### config.mk
export PLATFORM = sky130hd
export DESIGN_NAME = seg7_scan_n_flat
export DESIGN_NICKNAME = d
export VERILOG_FILES = /design/src/rtl/seg7_scan_n_if.sv /design/src/rtl/seg7_scan_n.sv /design/src/flat_wrapper.sv
export SDC_FILE = /design/constraint.sdc
export NUM_CORES = 1
export LEC_CHECK = 0
export ABC_AREA = 0
export CORE_MARGIN = 2
export CORE_UTILIZATION = 55
export DETAILED_ROUTE_END_ITERATION = 12
export HOLD_SLACK_MARGIN = 0.08
export MAX_ROUTING_LAYER = met4
export PLACE_DENSITY = 0.79
export SLEW_MARGIN = 0
export SYNTH_ARGS = -nofsm -noshare
export SYNTH_HDL_FRONTEND = slang
export SYNTH_SLANG_ARGS = --single-unit
### constraint.sdc
create_clock -name clk -period 6.4 [get_ports clk]
set_clock_uncertainty 0.15 [all_clocks]
set_input_delay 1.28 -clock clk [delete_from_list [all_inputs] [get_ports clk]]
set_output_delay 1.28 -clock clk [all_outputs]
set_load 0.05 [all_outputs]
### src/rtl/seg7_scan_n_if.sv
// seg7_scan_n_if: load-side and display-side signals of the seven-segment scanner
interface seg7_scan_n_if #(
   parameter int NUM_DIGITS = 4
);
   localparam int IW = (NUM_DIGITS > 1) ? $clog2(NUM_DIGITS) : 1;
   logic [4*NUM_DIGITS-1:0] data;
   logic [NUM_DIGITS-1:0]   dp;
   logic [NUM_DIGITS-1:0]   blank;
   logic                    load;
   logic                    pending;
   logic [7:0]              seg;
   logic [NUM_DIGITS-1:0]   anode;
   logic [IW-1:0]           digit_idx;
   logic                    frame_done;
   modport master (output data, dp, blank, load, input pending, seg, anode, digit_idx, frame_done);
   modport slave  (input data, dp, blank, load, output pending, seg, anode, digit_idx, frame_done);
endinterface

### src/rtl/seg7_scan_n.sv
// seg7_scan_n: double-buffered multiplexed common-anode 7-seg driver; SEG7_LZ_BLANK_EN adds leading-zero suppression
module seg7_scan_n #(
   parameter int NUM_DIGITS = 4,
   parameter int DIV_BITS   = 16
) (
   input logic         clk,
   input logic         rst,
   seg7_scan_n_if.slave bus
);
   localparam int IW = (NUM_DIGITS > 1) ? $clog2(NUM_DIGITS) : 1;
   localparam logic [IW-1:0] LAST = IW'(NUM_DIGITS - 1);

   logic [DIV_BITS-1:0]     r_pre;
   logic [IW-1:0]           r_idx;
   logic [4*NUM_DIGITS-1:0] r_act_data, r_pend_data;
   logic [NUM_DIGITS-1:0]   r_act_dp, r_pend_dp, r_act_bl, r_pend_bl;
   logic                    r_pending, r_frame_done;
   logic [7:0]              r_seg;
   logic [NUM_DIGITS-1:0]   r_anode;
   logic [IW-1:0]           r_digit_idx;
   logic                    w_tick, w_boundary, w_dp, w_blank, w_lz;
   logic [3:0]              w_nib;
   logic [6:0]              w_segs;

   assign w_tick     = &r_pre;
   assign w_boundary = w_tick && (r_idx == LAST);
   assign w_nib      = r_act_data[4*r_idx +: 4];
   assign w_dp       = r_act_dp[r_idx];
   assign w_blank    = r_act_bl[r_idx];

   // prescaler and digit index; index wraps explicitly so non-power-of-2 counts work
   always_ff @(posedge clk) begin
      if (rst) begin
         r_pre <= '0;
         r_idx <= '0;
      end else begin
         r_pre <= r_pre + 1'b1;
         if (w_tick) r_idx <= (r_idx == LAST) ? '0 : r_idx + 1'b1;
      end
   end

   // load captures into pending; pending moves to active only on a frame boundary
   always_ff @(posedge clk) begin
      if (rst) begin
         r_pend_data  <= '0;
         r_pend_dp    <= '0;
         r_pend_bl    <= '0;
         r_act_data   <= '0;
         r_act_dp     <= '0;
         r_act_bl     <= '0;
         r_pending    <= 1'b0;
         r_frame_done <= 1'b0;
      end else begin
         r_frame_done <= w_boundary;
         if (w_boundary && r_pending) begin
            r_act_data <= r_pend_data;
            r_act_dp   <= r_pend_dp;
            r_act_bl   <= r_pend_bl;
         end
         if (bus.load) begin
            r_pend_data <= bus.data;
            r_pend_dp   <= bus.dp;
            r_pend_bl   <= bus.blank;
            r_pending   <= 1'b1;
         end else if (w_boundary) begin
            r_pending <= 1'b0;
         end
      end
   end

   // hex to abcdefg, active low
   always_comb begin
      w_segs = 7'b1111111;
      case (w_nib)
         4'h0: w_segs = 7'b0000001;
         4'h1: w_segs = 7'b1001111;
         4'h2: w_segs = 7'b0010010;
         4'h3: w_segs = 7'b0000110;
         4'h4: w_segs = 7'b1001100;
         4'h5: w_segs = 7'b0100100;
         4'h6: w_segs = 7'b0100000;
         4'h7: w_segs = 7'b0001111;
         4'h8: w_segs = 7'b0000000;
         4'h9: w_segs = 7'b0000100;
         4'hA: w_segs = 7'b0001000;
         4'hB: w_segs = 7'b1100000;
         4'hC: w_segs = 7'b0110001;
         4'hD: w_segs = 7'b1000010;
         4'hE: w_segs = 7'b0110000;
         default: w_segs = 7'b0111000;
      endcase
   end

`ifdef SEG7_LZ_BLANK_EN
   logic w_hi_zero;
   // selected digit is a leading zero when it and every higher nibble are zero, dp off, not digit 0
   always_comb begin
      w_hi_zero = 1'b1;
      for (int i = 0; i < NUM_DIGITS; i++)
         if (i >= int'(r_idx) && r_act_data[4*i +: 4] != 4'd0) w_hi_zero = 1'b0;
      w_lz = w_hi_zero && !w_dp && (r_idx != '0);
   end
`else
   assign w_lz = 1'b0;
`endif

   // registered pin drive: reflects index and active buffer of the previous cycle
   always_ff @(posedge clk) begin
      if (rst) begin
         r_seg       <= 8'hFF;
         r_anode     <= '1;
         r_digit_idx <= '0;
      end else begin
         r_seg       <= (w_blank || w_lz) ? 8'hFF : {w_segs, ~w_dp};
         r_anode     <= ~(NUM_DIGITS'(1) << r_idx);
         r_digit_idx <= r_idx;
      end
   end

   assign bus.pending    = r_pending;
   assign bus.frame_done = r_frame_done;
   assign bus.seg        = r_seg;
   assign bus.anode      = r_anode;
   assign bus.digit_idx  = r_digit_idx;
endmodule

### src/flat_wrapper.sv
// flat-port wrapper written by rule: the top's interface ports become plain ports
module seg7_scan_n_flat 
#(
   parameter int NUM_DIGITS = 4,
   parameter int DIV_BITS   = 16
)
  (clk, rst, bus_data, bus_dp, bus_blank, bus_load, bus_pending, bus_seg, bus_anode, bus_digit_idx, bus_frame_done);
  seg7_scan_n_if #(.NUM_DIGITS(NUM_DIGITS)) bus_i ();
  input logic clk;
  input logic rst;
  input wire logic [$bits(bus_i.data)-1:0] bus_data;
  input wire logic [$bits(bus_i.dp)-1:0] bus_dp;
  input wire logic [$bits(bus_i.blank)-1:0] bus_blank;
  input wire logic [$bits(bus_i.load)-1:0] bus_load;
  output wire logic [$bits(bus_i.pending)-1:0] bus_pending;
  output wire logic [$bits(bus_i.seg)-1:0] bus_seg;
  output wire logic [$bits(bus_i.anode)-1:0] bus_anode;
  output wire logic [$bits(bus_i.digit_idx)-1:0] bus_digit_idx;
  output wire logic [$bits(bus_i.frame_done)-1:0] bus_frame_done;
  assign bus_i.data = bus_data;
  assign bus_i.dp = bus_dp;
  assign bus_i.blank = bus_blank;
  assign bus_i.load = bus_load;
  assign bus_pending = bus_i.pending;
  assign bus_seg = bus_i.seg;
  assign bus_anode = bus_i.anode;
  assign bus_digit_idx = bus_i.digit_idx;
  assign bus_frame_done = bus_i.frame_done;
  seg7_scan_n #(.NUM_DIGITS(NUM_DIGITS), .DIV_BITS(DIV_BITS)) u_core (.clk(clk), .rst(rst), .bus(bus_i));
endmodule
# Yosys cells after proc, flatten, opt, wreduce, memory -nomap -nowiden
# Memory sizes are Yosys's and may differ from the RTL's. A register that Yosys moved wholly into a read port is not among the register bits.
# Index checks and enable logic that the tools add are counted.
word_totals:
  regBits: 82
  rom_bits: 112
  inputBits: 27
  output_inout_bits: 16
  wordCells: 34
  memories: 1
classes:
  addsub: 2
  order_cmp: 1
  eq_ne: 1
  n_shift: 2
  mux: 7
  bitwise_logic: 2
  n_reduce_logical: 5
mem_list:
  columns: ["name", "words", "word_bits", "read_ports", "rd_ports_with_merged_regs", "write_ports", "line_no", "rtl"]
  rows:
  - ["(name not given)", 16, 7, 1, 1, 0, "seg7_scan_n.sv:74", "case (w_nib)"]
ops:
  columns: ["cell", "count"]
  rows:
  - ["$add A16 B1 Y16 const B", 1]
  - ["$reduce_and A16 Y1", 1]
  - ["$shiftx A16 B5 Y4", 1]
  - ["$bmux W1 S2", 2]
  - ["$mux W1", 4]
  - ["$not A4 Y4", 1]
  - ["$shl A1 B2 Y4 const A", 1]
  - ["$lt A2 B3 Y1 const B", 1]
  - ["$add A2 B1 Y2 const B", 1]
  - ["$eq A2 B2 Y1 const B", 1]
  - ["$logic_and A1 B1 Y1", 2]
  - ["$mux W2", 1]
  - ["$reduce_bool A2 Y1", 1]
  - ["$reduce_or A2 Y1", 1]
  - ["$not A1 Y1", 1]

# Depth between registers and ports, before layout
# Gate-level depths: netlist of run 1.
depth:
  ltp_word: 4
  depth_mapped: 7
  mapped_depth_nobuf: 6

# Least setup slack after synthesis of run 1
# OpenSTA, ideal clock, no wires.
synth_path:
  kind: "in2reg"
  from: "in bus_load"
  to: "reg u_core.r_pend_data[0]"
  setup_ns: 0.128
  arrival_ns: 2.319
  t_required_ns: 6.122
  slack_ns: 3.803
  stages: 4
  path_buffers: 2
  path_cell_list: "clkbuf_1 > clkbuf_1 > mux2i_1 > nor2_1"
synth_rtl:
  columns: ["element", "line_no", "rtl"]
  rows:
  - ["start, declared", "flat_wrapper.sv:14", "input wire logic [$bits(bus_i.load)-1:0] bus_load;"]
  - ["end signal, assigned", "seg7_scan_n.sv:61", "r_pend_data <= bus.data;"]
  - ["end, declared", "seg7_scan_n.sv:15", "logic [4*NUM_DIGITS-1:0] r_act_data, r_pend_data;"]

# Final worst setup path of run 1
layout_path:
  from: "reg u_core.r_pending (netlist: u_core.bus.pending)"
  to: "out bus_pending"
layout_rtl:
  columns: ["element", "line_no", "rtl"]
  rows:
  - ["start, declared", "seg7_scan_n.sv:17", "logic r_pending, r_frame_done;"]
  - ["start signal, assigned", "seg7_scan_n.sv:51", "r_pending <= 1'b0;"]
  - ["start signal, assigned", "seg7_scan_n.sv:64", "r_pending <= 1'b1;"]
  - ["start signal, assigned", "seg7_scan_n.sv:66", "r_pending <= 1'b0;"]
  - ["end, declared", "flat_wrapper.sv:15", "output wire logic [$bits(bus_i.pending)-1:0] bus_pending;"]
# No word-level cell between the ends.

==> flow_summary.yaml, run 1 <==
cells_and_area:
  nNetsFinal: 426
  area.growth.synth_to_final_pct: 19.0
  multi_input_logic_area_mm2: 0.00158
  area.sequential_mm2: 0.00164
  postLayoutCoreUtil: 0.678
  antenna_cells: 0
  num-fill-cells: 459
  final_layout_size_suffix_gt1_frac: 0.0712
yosys:
  synthesis.area_per_instance_um2: 9.42
  synth.ff_latch_count: 82
  seq_area_frac_synth: 0.487
  ys_async_sr_fraction: 0
  synthFlopType: "sky130_fd_sc_hd__dfxtp_1"
  synth.cell_area_mm2: 0.00337
  postSynthCellCount: 358
  synth-edff-count: 0
  yosys.cell_types.count: 35
  synthesis.yosys.warnings: 0
  synth_nets: 396
route:
  drt_wl_total_um: 6640
  detail_route.drc_violations: 0
  vias: 2620
  routed.top_layer: "met4"
  wl_met1_um: 3170
  detailroute.wirelength.met3_um: 355
  vias_per_cell: 5.60
  wl_per_cell_um: 14.2
  drtPass1Iterations: 5
  drt_iter0_drc: 165
  detailroute.wirelength.met2_um: 2990
  postRouteAntennaNets: 0
worst_setup_path:
  critPathMaxFanout: 4
  critPathKind: "reg2out"
  sort_of_element_at_the_start_of_the_critical_path: "flip-flop"
  timing.critical_path.buf_inv: 1
  cp_data_arrival_time_ns: 1.57
  endpoint_kind: "output port"
  worst_ep_required_time_ns: 4.97
  cpMaxStageDelayCell: "sky130_fd_sc_hd__clkdlybuf4s50_1"
  worst-r2r-cell-count: 4
  rrSetupSlack_ns: 3.95
  rr_endpoint: "u_core.r_act_bl[3]"
  critPathTopFamily: "buffers and inverters"
  crit_path_cells: "clkdlybuf4s50_1"
  critical-path-max-stage-delay_ns: 0.83
  worst_reg2reg_startpoint: "u_core.r_idx[0]"
worst_hold_path:
  holdPathStages: 1
  worstHoldPathType: "reg2reg"
  hold_path_startpoint: "u_core.r_pre[0]"
  worstHoldEndpoint: "u_core.r_pre[0]"
global_routing:
  grt.overflow.total: 0
  grt_max_degree: 77
  number_of_antenna_violations_at_the_first_check_in_global_routing: 0
  grtUsageTotal: 0.221
  grt_pass1_vias: 2375
  wire_length_of_the_first_global_routing_pass_um: 11000
place:
  gp_routability_congestion: 0.898
  place_hpwl_um: 4170
  port_buffers: 42
pwr:
  vdd_drop_max_v: 0.000156
  comb_power_share: 0.063
  clock_power_share: 0.408
  total_switching_power_uw: 221
  power-per-cell-area_mw_per_mm2: 250
  power.internal_uw: 783
  swShare: 0.220
  power_leakage_uw: 0.00146
  sequential_fraction_of_design_power: 0.529
sta:
  setup_viol_count_final: 0
  worst_pin_slew_ns: 0.853
  final_hold_viol_count: 0
  finalWorstPathRequiredPeriod_ns: 3.00
  finalCritPeriodShare: 0.469
  grt_setup_unrepaired: "no"
  slew-limit-headroom: 0.431
  slew_violations: 0
  max_freq_mhz: 333
  setup-tns-final_ns: 0
floorplan:
  die-width_um: 82.3
  fp.dieArea_mm2: 0.00678
  floorplan.initialDensity: 0.570
  std_cell_rows: 28
  core-area_mm2: 0.00592
  dieHeight_um: 82.3
  io-pin-count: 43
clock_network:
  cts_made_buffers: 9
  ctsHoldBuffers: 0
  cts.repair.resized: 0
  clock_tree_from_tritoncts: "done"
  tritoncts_num_sinks: 82
  cts_max_path_buffers: 2
  cts_post_setup_buffers_inserted: 0
  clk_transition_reported_paths_ns: 0.08
  clock-root-buffer: "sky130_fd_sc_hd__clkbuf_8"
  ctsHtreeMaxLevel: 3
  insertion_delay_ns: 0.35
outcome:
  run_status: "completed"
job:
  max_cap_viol_count: 0
## worst max-delay path by stage
stage                                        to  slack (ns)  cells past startpoint               start
after global routing                bus_pending        3.34                      1  u_core.bus.pending
after global placement        u_core.bus.seg[4]        3.67                      5                 rst
after floorplan           u_core.r_pend_data[0]        3.80                      4            bus_load
after detailed placement      u_core.bus.seg[4]        3.63                      5                 rst
final                               bus_pending        3.40                      1  u_core.bus.pending
after CTS                           bus_pending        3.40                      1  u_core.bus.pending
## state kept, by name (all words and copies together) (netlist names)
signal,flops
u_core.r_act_data,16
u_core.r_pend_bl,4
u_core.r_pre,16
u_core.r_pend_data,16
u_core.bus.seg,8
u_core.r_idx,2
u_core.r_pend_dp,4
u_core.r_act_bl,4
u_core.bus.frame_done,1
u_core.bus.pending,1
u_core.r_act_dp,4
u_core.bus.digit_idx,2
u_core.bus.anode,4
## area by class of cell
class	count	area share
inverters	10	0.00935
repair buffers	45	0.109
multi-input cells	240	0.395
flip-flops and latches	82	0.409
well taps	75	0.0234
clock buffers	11	0.0352
clock inverters	5	0.0193
## through the flow
step / std cells / hold slack (ns) / setup WS, ns / power (µW) / cell area (µm²)
4_1_cts: 468 / 0.317 / 3.40 / 1010 / 4010
5_1_grt: 468 / 0.342 / 3.34 / 1040 / 4010
2_1_floorplan: 358 / 0.280 / 3.80 / 578 / 3370
3_5_place_dp: 452 / 0.299 / 3.63 / 606 / 3790
3_3_place_gp: 452 / 0.290 / 3.67 / 605 / 3790
6_report: 468 / 0.312 / 3.40 / 1000 / 4010
## cells in the mapped netlist (2+ instances only)
| library cell | instances | share of area |
|---|---|---|
| sky130_fd_sc_hd__dfxtp_1 | 82 | 0.49 |
| sky130_fd_sc_hd__mux4_2 | 6 | 0.040 |
| sky130_fd_sc_hd__nand2_1 | 14 | 0.016 |
| sky130_fd_sc_hd__or4_1 | 2 | 0.0044 |
| sky130_fd_sc_hd__o21ai_0 | 12 | 0.018 |
| sky130_fd_sc_hd__or3_1 | 5 | 0.0093 |
| sky130_fd_sc_hd__nor2b_1 | 2 | 0.0037 |
| sky130_fd_sc_hd__ha_1 | 11 | 0.041 |
| sky130_fd_sc_hd__nor2_1 | 42 | 0.047 |
| sky130_fd_sc_hd__nor4_1 | 2 | 0.0037 |
| sky130_fd_sc_hd__nor3_1 | 4 | 0.0059 |
| sky130_fd_sc_hd__o21ai_1 | 17 | 0.025 |
| sky130_fd_sc_hd__mux2i_1 | 25 | 0.074 |
| sky130_fd_sc_hd__inv_1 | 10 | 0.011 |
| sky130_fd_sc_hd__o221ai_1 | 4 | 0.010 |
| sky130_fd_sc_hd__nand3_1 | 31 | 0.046 |
| sky130_fd_sc_hd__a21oi_1 | 34 | 0.050 |
| sky130_fd_sc_hd__o211ai_1 | 2 | 0.0044 |
| sky130_fd_sc_hd__xor2_1 | 2 | 0.0052 |
| sky130_fd_sc_hd__nand2b_1 | 5 | 0.0093 |
| sky130_fd_sc_hd__buf_2 | 4 | 0.0059 |
| sky130_fd_sc_hd__nand4_1 | 2 | 0.0037 |
| sky130_fd_sc_hd__clkbuf_1 | 21 | 0.023 |
| sky130_fd_sc_hd__xnor2_1 | 7 | 0.018 |
| sky130_fd_sc_hd__o31ai_1 | 2 | 0.0044 |
## layer usage
layer	track usage	vias to the layer above
li1	-	1314
met2	0.305	75
met4	0.0883	0
met1	0.306	1219
met5	-	-
met3	0.0598	12
## power groups by stage
stage / registers, µW / clock network [µW] / logic [µW]
floorplan: 551 / 0 / 27.6
CTS: 531 / 416 / 63.9
finish: 531 / 409 / 63.4
global placement: 543 / 0 / 61.9
global route: 533 / 436 / 68.6
detailed placement: 543 / 0 / 63.1
## cells in the final DEF, fill, tap and decap left out, drive strengths merged, types with 3 or more instances in the layout
master	n
mux4	6
o221ai	4
mux2i	25
buf	4
o21ai	29
clkbuf	11
nand2b	5
clkdlybuf4s50	41
nor4	3
inv	10
or3	5
nor3	4
dfxtp	82
or4	3
xnor2	7
nand3	31
ha	11
nand2	14
a21oi	34
nand4	3
nor2	42
## cell families after synthesis
logic type      synth area share
xor+xnor                  0.0234
compound gates             0.121
simple gates               0.171
buf+inv                   0.0438
flops                      0.487
mux                        0.114
fa+ha+maj                 0.0408
Note: power is estimated with default switching activity, not from simulation.
==> inputs of run 2 (changes only) <==
--- a/config.mk
+++ b/config.mk
@@ -7,11 +7,11 @@
 export LEC_CHECK = 0
 export ABC_AREA = 0
 export CORE_MARGIN = 2
-export CORE_UTILIZATION = 55
+export CORE_UTILIZATION = 49
 export DETAILED_ROUTE_END_ITERATION = 12
 export HOLD_SLACK_MARGIN = 0.08
 export MAX_ROUTING_LAYER = met4
-export PLACE_DENSITY = 0.79
+export PLACE_DENSITY = 0.75
 export SLEW_MARGIN = 0
 export SYNTH_ARGS = -nofsm -noshare
 export SYNTH_HDL_FRONTEND = slang
==> constraint.sdc (replaced) <==
create_clock -name clk -period 2.7 [get_ports clk]
set_clock_uncertainty 0.15 [all_clocks]
set_input_delay 0.54 -clock clk [delete_from_list [all_inputs] [get_ports clk]]
set_output_delay 0.54 -clock clk [all_outputs]
set_load 0.05 [all_outputs]
==> run 2 against run 1 <==
Total power is 130% higher. Combinational power is 140% higher. Design area is 0.31% higher. Routed wire length is 1.8% lower. First-iteration DRC count is 16% higher. Utilization is 7.9 points lower. Clock-buffer cell count is 2 lower.
==> flow_summary.yaml, run 2 (same netlist as run 1, synthesis figures left out) <==
worst_setup_path:
  critPathMaxFanout: 11
  sort_of_element_at_the_start_of_the_critical_path: "flip-flop"
  endpoint_kind: "flip-flop"
  critical-path-max-stage-delay_ns: 0.65
  critPathKind: "reg2reg"
  cp_common_cell: "sky130_fd_sc_hd__o211ai_1"
  timing.critical_path.buf_inv: 1
  critical_path_cell_count: 5
  rrSetupSlack_ns: 0.41
  cp_data_arrival_time_ns: 2.36
  critPathTopFamily: "flip-flops"
  crit_path_cells: "mux4_2, inv_1, ha_1, o211ai_1, o211ai_1"
  rr_endpoint: "u_core.bus.seg[6]"
  worst_ep_required_time_ns: 2.77
  cpMaxStageDelayCell: "sky130_fd_sc_hd__dfxtp_1"
  worst-r2r-cell-count: 5
  worst_reg2reg_startpoint: "u_core.r_idx[0]"
route:
  detailroute.wirelength.met3_um: 289
  detail_route.drc_violations: 0
  wl_per_cell_um: 13.7
  vias: 2606
  wl_met1_um: 3200
  drt_wl_total_um: 6520
  routed.top_layer: "met4"
  drt_iter0_drc: 191
  detailroute.wirelength.met2_um: 2880
  drtPass1Iterations: 4
  postRouteAntennaNets: 0
  vias_per_cell: 5.47
global_routing:
  grt_pass1_vias: 2386
  grt_max_degree: 55
  grt.overflow.total: 0
  number_of_antenna_violations_at_the_first_check_in_global_routing: 0
  grtUsageTotal: 0.187
  wire_length_of_the_first_global_routing_pass_um: 10800
pwr:
  swShare: 0.241
  sequential_fraction_of_design_power: 0.547
  vdd_drop_max_v: 0.000340
  comb_power_share: 0.065
  power_leakage_uw: 0.00145
  power.internal_uw: 1750
  clock_power_share: 0.388
  power-per-cell-area_mw_per_mm2: 572
  total_switching_power_uw: 555
cells_and_area:
  area.sequential_mm2: 0.00164
  postLayoutCoreUtil: 0.599
  most-common-layout-cells: "sky130_fd_sc_hd__dfxtp_1 (82), sky130_fd_sc_hd__nor2_1 (42), sky130_fd_sc_hd__clkdlybuf4s50_1 (41)"
  num-fill-cells: 579
  multi_input_logic_area_mm2: 0.00158
  final-instance-count-excl-fill: 476
  nNetsFinal: 429
  largest_registers: "u_core.r_act_data: 16 flops, u_core.r_pend_data: 16 flops, u_core.r_pre: 16 flops"
  layout.cells.most_common: "sky130_fd_sc_hd__dfxtp_1"
  antenna_cells: 0
  area.growth.synth_to_final_pct: 19.4
  fin_area_mm2: 0.00403
  final_layout_size_suffix_gt1_frac: 0.0808
sta:
  worst_pin_slew_ns: 0.526
  setup_viol_count_final: 0
  grt_setup_unrepaired: "no"
  finalCritPeriodShare: 0.849
  slew_violations: 0
  fin_worst_hold_slack_ns: 0.320
  setup-tns-final_ns: 0
  slew-limit-headroom: 0.649
  finalWorstPathRequiredPeriod_ns: 2.29
  max_freq_mhz: 436
  final_hold_viol_count: 0
floorplan:
  die-width_um: 87.0
  floorplan.initialDensity: 0.502
  std_cell_rows: 30
  io-pin-count: 43
  dieHeight_um: 87.0
  core-area_mm2: 0.00672
  fp.dieArea_mm2: 0.00756
place:
  gp_routability_congestion: 0.865
  placed_cells: 460
  placement.cell_area_mm2: 0.00382
  port_buffers: 42
  place_hpwl_um: 4360
clock_network:
  clock_tree_from_tritoncts: "done"
  clock-root-buffer: "sky130_fd_sc_hd__clkbuf_8"
  ctsHtreeMaxLevel: 3
  ctsHoldBuffers: 0
  cts_max_path_buffers: 2
  cts.repair.resized: 0
  cts_post_setup_buffers_inserted: 0
  clk_transition_reported_paths_ns: 0.08
  insertion_delay_ns: 0.36
  cts_made_buffers: 9
  tritoncts_num_sinks: 82
worst_hold_path:
  hold_path_startpoint: "u_core.r_pre[0]"
  holdPathStages: 1
  worstHoldEndpoint: "u_core.r_pre[0]"
  worstHoldPathType: "reg2reg"
outcome:
  run_status: "completed"
job:
  max_cap_viol_count: 0
==> run 2: changes by cell type in the layout (fill, tap and decap cells not counted), sizes merged <==
| cell | change |
|---|---|
| buf | +3 |
| clkbuf | -2 |
| clkinvlp | +2 |
| bufinv | -1 |
| inv | +1 |
==> run 2: power by group through the flow <==
stage          registers, µW  logic [µW]  clock network (µW)
2_1_floorplan           1310        65.3                   0
3_3_place_gp            1290         147                   0
3_5_place_dp            1290         151                   0
4_1_cts                 1260         151                 910
5_1_grt                 1260         160                 972
6_report                1260         150                 893
==> run 2: per-layer routing <==
layer  global-route usage  vias up
met5                    -        -
met4               0.0938        0
met3               0.0341       13
met2                0.265       65
met1                0.257     1209
li1                     -     1319
==> run 2: through the flow <==
stage / power, µW / setup WS, ns
floorplan: 1370 / 0.626
global placement: 1430 / 0.470
detailed placement: 1440 / 0.397
CTS: 2320 / 0.377
global route: 2390 / 0.201
finish: 2300 / 0.408
==> run 2: worst max path at each step <==
stage / from / end / slack, ns
3_5_place_dp: u_core.r_idx[0] / u_core.bus.seg[6] / 0.40
4_1_cts: u_core.r_idx[0] / u_core.bus.seg[6] / 0.38
3_3_place_gp: u_core.r_idx[0] / u_core.bus.seg[6] / 0.47
5_1_grt: u_core.r_idx[0] / u_core.bus.seg[6] / 0.20
2_1_floorplan: u_core.r_idx[0] / u_core.bus.seg[6] / 0.63
6_report: u_core.r_idx[0] / u_core.bus.seg[6] / 0.41
==> run 2: final cells by class <==
class | count | area share
sequential | 82 | 0.408
multi-input combinational | 240 | 0.393
timing repair buffer | 48 | 0.114
clock buffer | 9 | 0.0308
tap | 80 | 0.0249
clock inverter | 7 | 0.0196
inverter | 10 | 0.00932
==> inputs of run 3 (changes only) <==
--- a/config.mk
+++ b/config.mk
@@ -7,11 +7,11 @@
 export LEC_CHECK = 0
 export ABC_AREA = 0
 export CORE_MARGIN = 2
-export CORE_UTILIZATION = 49
+export CORE_UTILIZATION = 55
 export DETAILED_ROUTE_END_ITERATION = 12
 export HOLD_SLACK_MARGIN = 0.08
 export MAX_ROUTING_LAYER = met4
-export PLACE_DENSITY = 0.75
+export PLACE_DENSITY = 0.79
 export SLEW_MARGIN = 0
 export SYNTH_ARGS = -nofsm -noshare
 export SYNTH_HDL_FRONTEND = slang
==> constraint.sdc (replaced) <==
create_clock -name clk -period 2.2 [get_ports clk]
set_clock_uncertainty 0.15 [all_clocks]
set_input_delay 0.44 -clock clk [delete_from_list [all_inputs] [get_ports clk]]
set_output_delay 0.44 -clock clk [all_outputs]
set_load 0.05 [all_outputs]
==> run 3 against run 2 <==
Design area increased by 2.8%. Critical path depth decreased by 4. Largest power group unchanged. Via count increased by 1.6%. Sequential cell count unchanged. Highest routed layer unchanged. Combinational power increased by 27%.
==> flow_summary.yaml, run 3 (same netlist as run 1, synthesis figures left out) <==
route:
  drtPass1Iterations: 4
  vias_per_cell: 5.55
  vias: 2648
  drt_wl_total_um: 6590
  postRouteAntennaNets: 0
  wl_per_cell_um: 13.8
  detail_route.drc_violations: 0
  drt_iter0_drc: 199
clock_network:
  cts_max_path_buffers: 2
  cts_post_setup_buffers_inserted: 0
  clk_transition_reported_paths_ns: 0.09
  ctsHoldBuffers: 0
  clock_tree_from_tritoncts: "done"
  insertion_delay_ns: 0.36
  cts_made_buffers: 9
  clock-root-buffer: "sky130_fd_sc_hd__clkbuf_8"
  tritoncts_num_sinks: 82
  ctsHtreeMaxLevel: 3
job:
  max_cap_viol_count: 0
place:
  place_hpwl_um: 4370
  placement.setup.worst_slack_ns: 0.0232
  port_buffers: 42
  gp_routability_congestion: 0.824
pwr:
  vdd_drop_max_v: 0.000522
  power-per-cell-area_mw_per_mm2: 696
  power_leakage_uw: 0.00153
worst_setup_path:
  critPathTopFamily: "buffers and inverters"
  endpoint_kind: "output port"
  timing.critical_path.buf_inv: 1
  cp_data_arrival_time_ns: 1.49
  critPathKind: "reg2out"
  critPathMaxFanout: 1
  worst_ep_required_time_ns: 1.61
  critical-path-max-stage-delay_ns: 0.80
  crit_path_cells: "clkdlybuf4s50_1"
  cpMaxStageDelayCell: "sky130_fd_sc_hd__clkdlybuf4s50_1"
  sort_of_element_at_the_start_of_the_critical_path: "flip-flop"
worst_hold_path:
  worstHoldPathType: "reg2reg"
sta:
  setup_viol_count_final: 0
  final_hold_viol_count: 0
  finalCritPeriodShare: 0.946
  slew-limit-headroom: 0.668
  worst_pin_slew_ns: 0.497
  grt_setup_unrepaired: "no"
  slew_violations: 0
  setup-tns-final_ns: 0
  fin_worst_hold_slack_ns: 0.312
  layout_setup_ws_ns: 0.118
  max_freq_mhz: 480
  finalWorstPathRequiredPeriod_ns: 2.08
cells_and_area:
  area.sequential_mm2: 0.00164
  most-common-layout-cells: "sky130_fd_sc_hd__dfxtp_1 (81), sky130_fd_sc_hd__nor2_1 (42), sky130_fd_sc_hd__clkdlybuf4s50_1 (40)"
  layout.cells.most_common: "sky130_fd_sc_hd__dfxtp_1"
  final_layout_size_suffix_gt1_frac: 0.0970
  nNetsFinal: 435
  num-fill-cells: 457
  multi_input_logic_area_mm2: 0.00158
  antenna_cells: 0
  area.growth.synth_to_final_pct: 22.7
  largest_registers: "u_core.r_act_data: 16 flops, u_core.r_pend_data: 16 flops, u_core.r_pre: 16 flops"
floorplan:
  die-width_um: 82.3
  floorplan.initialDensity: 0.570
  std_cell_rows: 28
  core-area_mm2: 0.00592
  io-pin-count: 43
  dieHeight_um: 82.3
  fp.dieArea_mm2: 0.00678
global_routing:
  grt_max_degree: 76
  grt_pass1_vias: 2305
  wire_length_of_the_first_global_routing_pass_um: 10700
  grtUsageTotal: 0.213
  number_of_antenna_violations_at_the_first_check_in_global_routing: 0
  grt.overflow.total: 0
outcome:
  run_status: "completed"
-- run 3: cell count changes in the layout (fill, tap and decap cells not counted) --
cell,before,now
sky130_fd_sc_hd__buf_4,6,7
sky130_fd_sc_hd__buf_12,0,5
sky130_fd_sc_hd__inv_8,0,1
sky130_fd_sc_hd__clkinvlp_4,3,0
sky130_fd_sc_hd__dlymetal6s2s_1,0,1
sky130_fd_sc_hd__dfxtp_2,0,1
sky130_fd_sc_hd__dfxtp_1,82,81
sky130_fd_sc_hd__clkdlybuf4s50_1,41,40
sky130_fd_sc_hd__inv_6,1,3
-- run 3: repair_timing --
item                                    in CTS  in global routing
endpoints found under the setup margin       1                  1
pin swaps                                    0                  0
gates resized for setup                      1                  1
-- run 3: layout make-up --
type | count | area share
multi-input cells | 240 | 0.383
repair buffers | 54 | 0.138
clock buffers | 9 | 0.0299
clock inverters | 7 | 0.0206
well taps | 75 | 0.0227
flip-flops and latches | 82 | 0.397
inverters | 10 | 0.00907
-- run 3: worst paths after layout --
check                             start  cells after the start           endpoint  slack [ns]
setup / recovery  u_core.bus.frame_done                      1     bus_frame_done        0.12
hold / removal          u_core.r_pre[0]                      1    u_core.r_pre[0]        0.31
setup reg to reg        u_core.r_idx[0]                      5  u_core.bus.seg[6]        0.12
hold reg to reg         u_core.r_pre[0]                      1    u_core.r_pre[0]        0.31
-- run 3: metal layers --
| metal | global-route usage | part of all wire |
|---|---|---|
| met3 | 0.0446 | 0.040 |
| met2 | 0.301 | 0.44 |
| met1 | 0.298 | 0.51 |
| met4 | 0.0850 | 0.016 |
| met5 | - | 0 |
-- run 3: power by group --
group	leakage (µW)	internal [µW]	switching, µW
clock	0.000107	548	596
sequential	0.000670	1520	23.7
combinational	0.000753	95.5	94.3
total	0.00153	2170	714
-- run 3: stage by stage --
step / total power [µW] / cells / area, µm² / util
after CTS: 2900 / 477 / 4140 / 0.698
after global routing: 2970 / 477 / 4140 / 0.699
after floorplan: 1680 / 358 / 3370 / -
final: 2880 / 477 / 4140 / 0.699
after detailed placement: 1770 / 461 / 3930 / 0.663
after global placement: 1760 / 461 / 3930 / 0.663
